==> src/rtl/voice_mixer.sv <==
// Accumulates per-voice subsamples into one mixed sample per period, scales and saturates it,
// and queues finished samples in a small FIFO behind a valid/ready output with sticky status flags.
module voice_mixer #(
    parameter int NUM_VOICES = 16,
    parameter int MIX_SHIFT  = 2,
    parameter int FIFO_DEPTH = 4
) (
    input  logic        i_Clock,
    input  logic        i_Reset,
    input  logic [15:0] i_Subsample,
    input  logic        i_SubsampleReady,
    input  logic        i_SampleReady,
    input  logic        i_ClearFlags,
    output logic [15:0] o_OutSample,
    output logic        o_OutValid,
    input  logic        i_OutReady,
    output logic        o_Clipped,
    output logic        o_Overflow,
    output logic        o_FrameError
);

    localparam int CW = $clog2(NUM_VOICES);
    localparam int AW = 16 + CW;
    localparam int PW = $clog2(FIFO_DEPTH);

    logic signed [AW-1:0] acc;
    logic signed [AW-1:0] sum;
    logic signed [AW-1:0] shifted;
    logic [CW-1:0]        cnt;
    logic [15:0]          mixed;
    logic                 clip;

    logic                 pend_valid;
    logic [15:0]          pend_data;

    logic [15:0]          mem [FIFO_DEPTH];
    logic [PW:0]          wr_ptr;
    logic [PW:0]          rd_ptr;
    logic                 empty;
    logic                 full;
    logic                 pop;
    logic                 accept;
    logic                 drop;

    logic                 accum;
    logic                 close;
    logic                 frame_err;

    always_comb begin
        accum     = i_SubsampleReady & ~i_SampleReady;
        close     = i_SubsampleReady & i_SampleReady;
        frame_err = (close && cnt != CW'(NUM_VOICES - 1)) || (i_SampleReady && !i_SubsampleReady);

        sum     = acc + $signed({{CW{i_Subsample[15]}}, i_Subsample});
        shifted = sum >>> MIX_SHIFT;
        // In range exactly when every bit from 15 upward matches the sign.
        clip    = !((&shifted[AW-1:15]) || !(|shifted[AW-1:15]));
        if (!clip)
            mixed = shifted[15:0];
        else if (shifted[AW-1])
            mixed = 16'h8000;
        else
            mixed = 16'h7FFF;
    end

    always_comb begin
        empty  = (wr_ptr == rd_ptr);
        full   = (wr_ptr[PW] != rd_ptr[PW]) && (wr_ptr[PW-1:0] == rd_ptr[PW-1:0]);
        pop    = !empty && i_OutReady;
        accept = pend_valid && (!full || pop);
        drop   = pend_valid && full && !pop;

        o_OutValid  = !empty;
        o_OutSample = empty ? '0 : mem[rd_ptr[PW-1:0]];
    end

    always_ff @(posedge i_Clock) begin
        if (i_Reset) begin
            acc        <= '0;
            cnt        <= '0;
            pend_valid <= 1'b0;
            pend_data  <= '0;
            wr_ptr     <= '0;
            rd_ptr     <= '0;
        end else begin
            if (close) begin
                acc <= '0;
                cnt <= '0;
            end else if (accum) begin
                acc <= sum;
                cnt <= cnt + 1'b1;
            end
            pend_valid <= close;
            if (close)
                pend_data <= mixed;
            if (accept)
                wr_ptr <= wr_ptr + 1'b1;
            if (pop)
                rd_ptr <= rd_ptr + 1'b1;
        end
    end

    always_ff @(posedge i_Clock) begin
        if (!i_Reset && accept)
            mem[wr_ptr[PW-1:0]] <= pend_data;
    end

    // A set event in the same cycle as a clear leaves the flag set.
    always_ff @(posedge i_Clock) begin
        if (i_Reset) begin
            o_Clipped    <= 1'b0;
            o_Overflow   <= 1'b0;
            o_FrameError <= 1'b0;
        end else begin
            o_Clipped    <= (close && clip) || (o_Clipped    && !i_ClearFlags);
            o_Overflow   <= drop            || (o_Overflow   && !i_ClearFlags);
            o_FrameError <= frame_err       || (o_FrameError && !i_ClearFlags);
        end
    end

endmodule
==> config.mk <==
export PLATFORM = sky130hd
export DESIGN_NAME = voice_mixer
export DESIGN_NICKNAME = d
export VERILOG_FILES = /design/src/rtl/voice_mixer.sv
export SDC_FILE = /design/constraint.sdc
export NUM_CORES = 1
export LEC_CHECK = 0
export CORE_UTILIZATION = 55
export CTS_CLUSTER_SIZE = 40
export DETAILED_ROUTE_END_ITERATION = 10
export PLACE_DENSITY = 0.73
export SETUP_SLACK_MARGIN = 0.1
export SLEW_MARGIN = 20
export SYNTH_ARGS = -nofsm -noshare
export SYNTH_HDL_FRONTEND = slang
export SYNTH_SLANG_ARGS = --single-unit
==> constraint.sdc <==
create_clock -name i_Clock -period 8.45 [get_ports i_Clock]
set_clock_uncertainty 0.2 [all_clocks]
set_input_delay 2.535 -clock i_Clock [delete_from_list [all_inputs] [get_ports i_Clock]]
set_output_delay 2.535 -clock i_Clock [all_outputs]
set_load 0.05 [all_outputs]
==> flow_metrics.py <==
metrics = {
    "die": {
        "die_w_um": 102,
        "die_h_um": 102,
        "die_area_sq_mm": 0.0105,
        "num_io_pins": 42,
        "rows": 36,
        "core_sq_mm": 0.00977,
        "initial_utilization": 0.567,
    },
    "critical_path": {
        "slowest_delay_ns": 0.68,
        "crit_chain": "clkdlybuf4s50_1, ha_1, fa_1, a21o_1, a221oi_2, a211o_1, a31o_1, a211oi_2, nor3_2, a221o_2",
        "worst_ep_required_time_ns": 8.70,
        "end_kind": "flip-flop",
        "arrival_ns": 5.68,
        "worstPathMaxFanout": 15,
        "worst-setup-path-type": "input port to flip-flop",
        "reg2reg_slack_ns": 5.17,
        "startpoint_type": "input port",
        "slowest_stage": "nor3_2",
    },
    "global_routing": {
        "grt_pass1_vias": 3603,
        "grt_use_total": 0.230,
        "grt_antenna_before_repair": 0,
        "grt_max_degree": 35,
        "grt_pass1_wl_um": 17900,
        "grt-ovfl-total": 0,
    },
    "placement": {
        "dp_hpwl_um": 7370,
        "gp_congestion": 0.912,
        "numPortBuffers": 41,
        "dpl.cell_count": 620,
        "pre_cts_slack_ns": 2.57,
    },
    "cts": {
        "clock_path_buffers": 2,
        "cts_hold_buf": 0,
        "cts_buffers": 17,
        "cts-root-buf": "clkbuf_8",
        "htreeDepth": 4,
        "clk_latency_ns": 0.51,
        "cts_sinks": 116,
        "cts_resized": 0,
        "post_cts.repair.setup_buffers": 0,
        "cts_tree": "built",
        "cts.clk_slew.worst_paths_ns": 0.06,
    },
    "sta": {
        "drv_slew": 0,
        "hold_viol_final": 0,
        "relSlewSlack": 0.414,
        "worstMarginPinSlew_ns": 0.874,
        "rsz0062_at_grt": "false",
        "fin_crit_ns": 5.43,
        "hold_slack_ns": 0.277,
        "post-route-period-util": 0.643,
        "fmax_mhz": 184,
        "setup_tns_ns": 0,
        "report.final.setup_viol": 0,
        "fin_ws_ns": 3.02,
    },
    "layout": {
        "diodes": 0,
        "area_delta_synth_final_pct": 19.6,
        "layout-drive-gt1-share": 0.133,
        "final_common_cell": "edfxtp_1",
        "nets": 554,
        "mostFrequentLayoutCells": "edfxtp_1 (64), dfxtp_1 (51), clkdlybuf4s50_1 (41)",
        "instances_no_fill": 652,
    },
    "detailed_routing": {
        "routedWlPerCell_um": 16.9,
        "routed_via_density": 5.73,
        "drtIter0Drc": 219,
        "ant_nets": 0,
        "vias": 3738,
        "drc": 0,
        "wirelength_um": 11000,
        "first_pass_iters": 5,
    },
    "yosys": {
        "async_flop_share": 0,
        "syn_nets": 509,
        "synth-seq-area-share": 0.535,
        "synth_edf_count": 64,
        "yosys_warnings": 0,
        "synthFlopType": "edfxtp_1",
        "ys_types": 60,
        "syn-cell-area_sq_mm": 0.00554,
        "syn_inst": 461,
        "synth-seq-cells": 116,
        "avgSynthCellArea_sq_um": 12.0,
    },
    "status": {
        "status": "complete, no violations",
    },
    "power": {
        "powerDensity_mw_per_mm2": 238,
        "power_w": 0.00157,
        "peakVddDrop_v": 0.000142,
        "power_leakage_nw": 2.41,
    },
    "flow_run": {
        "cap_violations": 0,
    },
    "worst_hold_path": {
        "hold_class": "flip-flop to flip-flop",
    },
}
[layout make-up]
| type | instances | area [sq um] |
|---|---|---|
| Inverter | 9 | 33.8 |
| Timing Repair Buffer | 46 | 448 |
| Sequential cell | 116 | 2960 |
| Clock buffer | 22 | 463 |
| Multi-Input combinational cell | 316 | 2440 |
| Tap cell | 133 | 166 |
| Fill cell | 746 | 3150 |
| Clock inverter | 10 | 108 |
[worst paths after layout]
kind                            start                    endpoint  cells past startpoint
setup / recovery       i_Subsample[0]  pend_data[13]$_SDFFE_PP0P_                     10
hold / removal    acc[0]$_SDFFE_PP0P_         acc[0]$_SDFFE_PP0P_                      2
setup reg to reg  acc[0]$_SDFFE_PP0P_  pend_data[13]$_SDFFE_PP0P_                      9
hold reg to reg   acc[0]$_SDFFE_PP0P_         acc[0]$_SDFFE_PP0P_                      2
[cells by family (layout without fill, tap and decap cells)]
group | Yosys count | after routing | synth area share
AND/OR/NAND/NOR | 148 | 148 | 0.146
multiplexers | 18 | 18 | 0.0687
AO/OA/AOI/OAI | 98 | 98 | 0.124
buffers and inverters | 29 | 87 | 0.0251
XOR/XNOR | 26 | 26 | 0.0411
adder cells (fa/ha/maj) | 26 | 26 | 0.0601
flip-flops | 116 | 116 | 0.535
[cell usage after synthesis (5+ instances only)]
| library cell | n | area share |
|---|---|---|
| a21oi_1 | 39 | 0.035 |
| a221o_1 | 12 | 0.022 |
| and2_1 | 6 | 0.0068 |
| clkbuf_1 | 11 | 0.0075 |
| dfxtp_1 | 52 | 0.19 |
| edfxtp_1 | 64 | 0.35 |
| ha_1 | 25 | 0.056 |
| inv_1 | 9 | 0.0061 |
| mux4_2 | 16 | 0.065 |
| nand2_1 | 12 | 0.0081 |
| nand2b_1 | 7 | 0.0079 |
| nand3_1 | 11 | 0.0099 |
| nor2_1 | 39 | 0.026 |
| nor2b_1 | 36 | 0.041 |
| nor3_1 | 9 | 0.0081 |
| o211ai_1 | 5 | 0.0068 |
| o21ai_0 | 10 | 0.0090 |
| or3_1 | 5 | 0.0056 |
| xnor2_1 | 17 | 0.027 |
| xor2_1 | 9 | 0.014 |
[layer usage]
| metal | vias up | routed length (um) | GRT usage |
|---|---|---|---|
| met3 | 12 | 507 | 0.0622 |
| met4 | 0 | 119 | 0.0791 |
| met2 | 89 | 5530 | 0.392 |
| met5 | - | 0 | 0 |
| met1 | 1804 | 4870 | 0.282 |
| li1 | 1833 | - | - |
[critical path, delay by kind of cell]
family | cells | cell delay [ns]
adders and majority gates | 2 | 0.66
AOI/OAI and AO/OA | 6 | 1.39
and+or+nand+nor | 1 | 0.68
buffers and inverters | 1 | 0.40
[registers in the layout (all words and copies together), names as in the netlist, named ones only]
signal        cells
pend_data        16
o_Clipped         1
acc              20
pend_valid        1
rd_ptr            3
mem              64
o_FrameError      1
wr_ptr            3
cnt               4
o_Overflow        1
[through the flow]
stage / util / area, sq um
global route: 0.678 / 6630
finish: 0.678 / 6630
CTS: 0.678 / 6620
detailed placement: 0.619 / 6050
global placement: 0.619 / 6050
floorplan: - / 5540
[where the power goes]
group / switching, W / internal [W]
combinational: 0.000137 / 0.000102
clock: 0.000243 / 0.000439
sequential: 0.0000275 / 0.000626
Note: power is estimated with default switching activity, not from simulation.
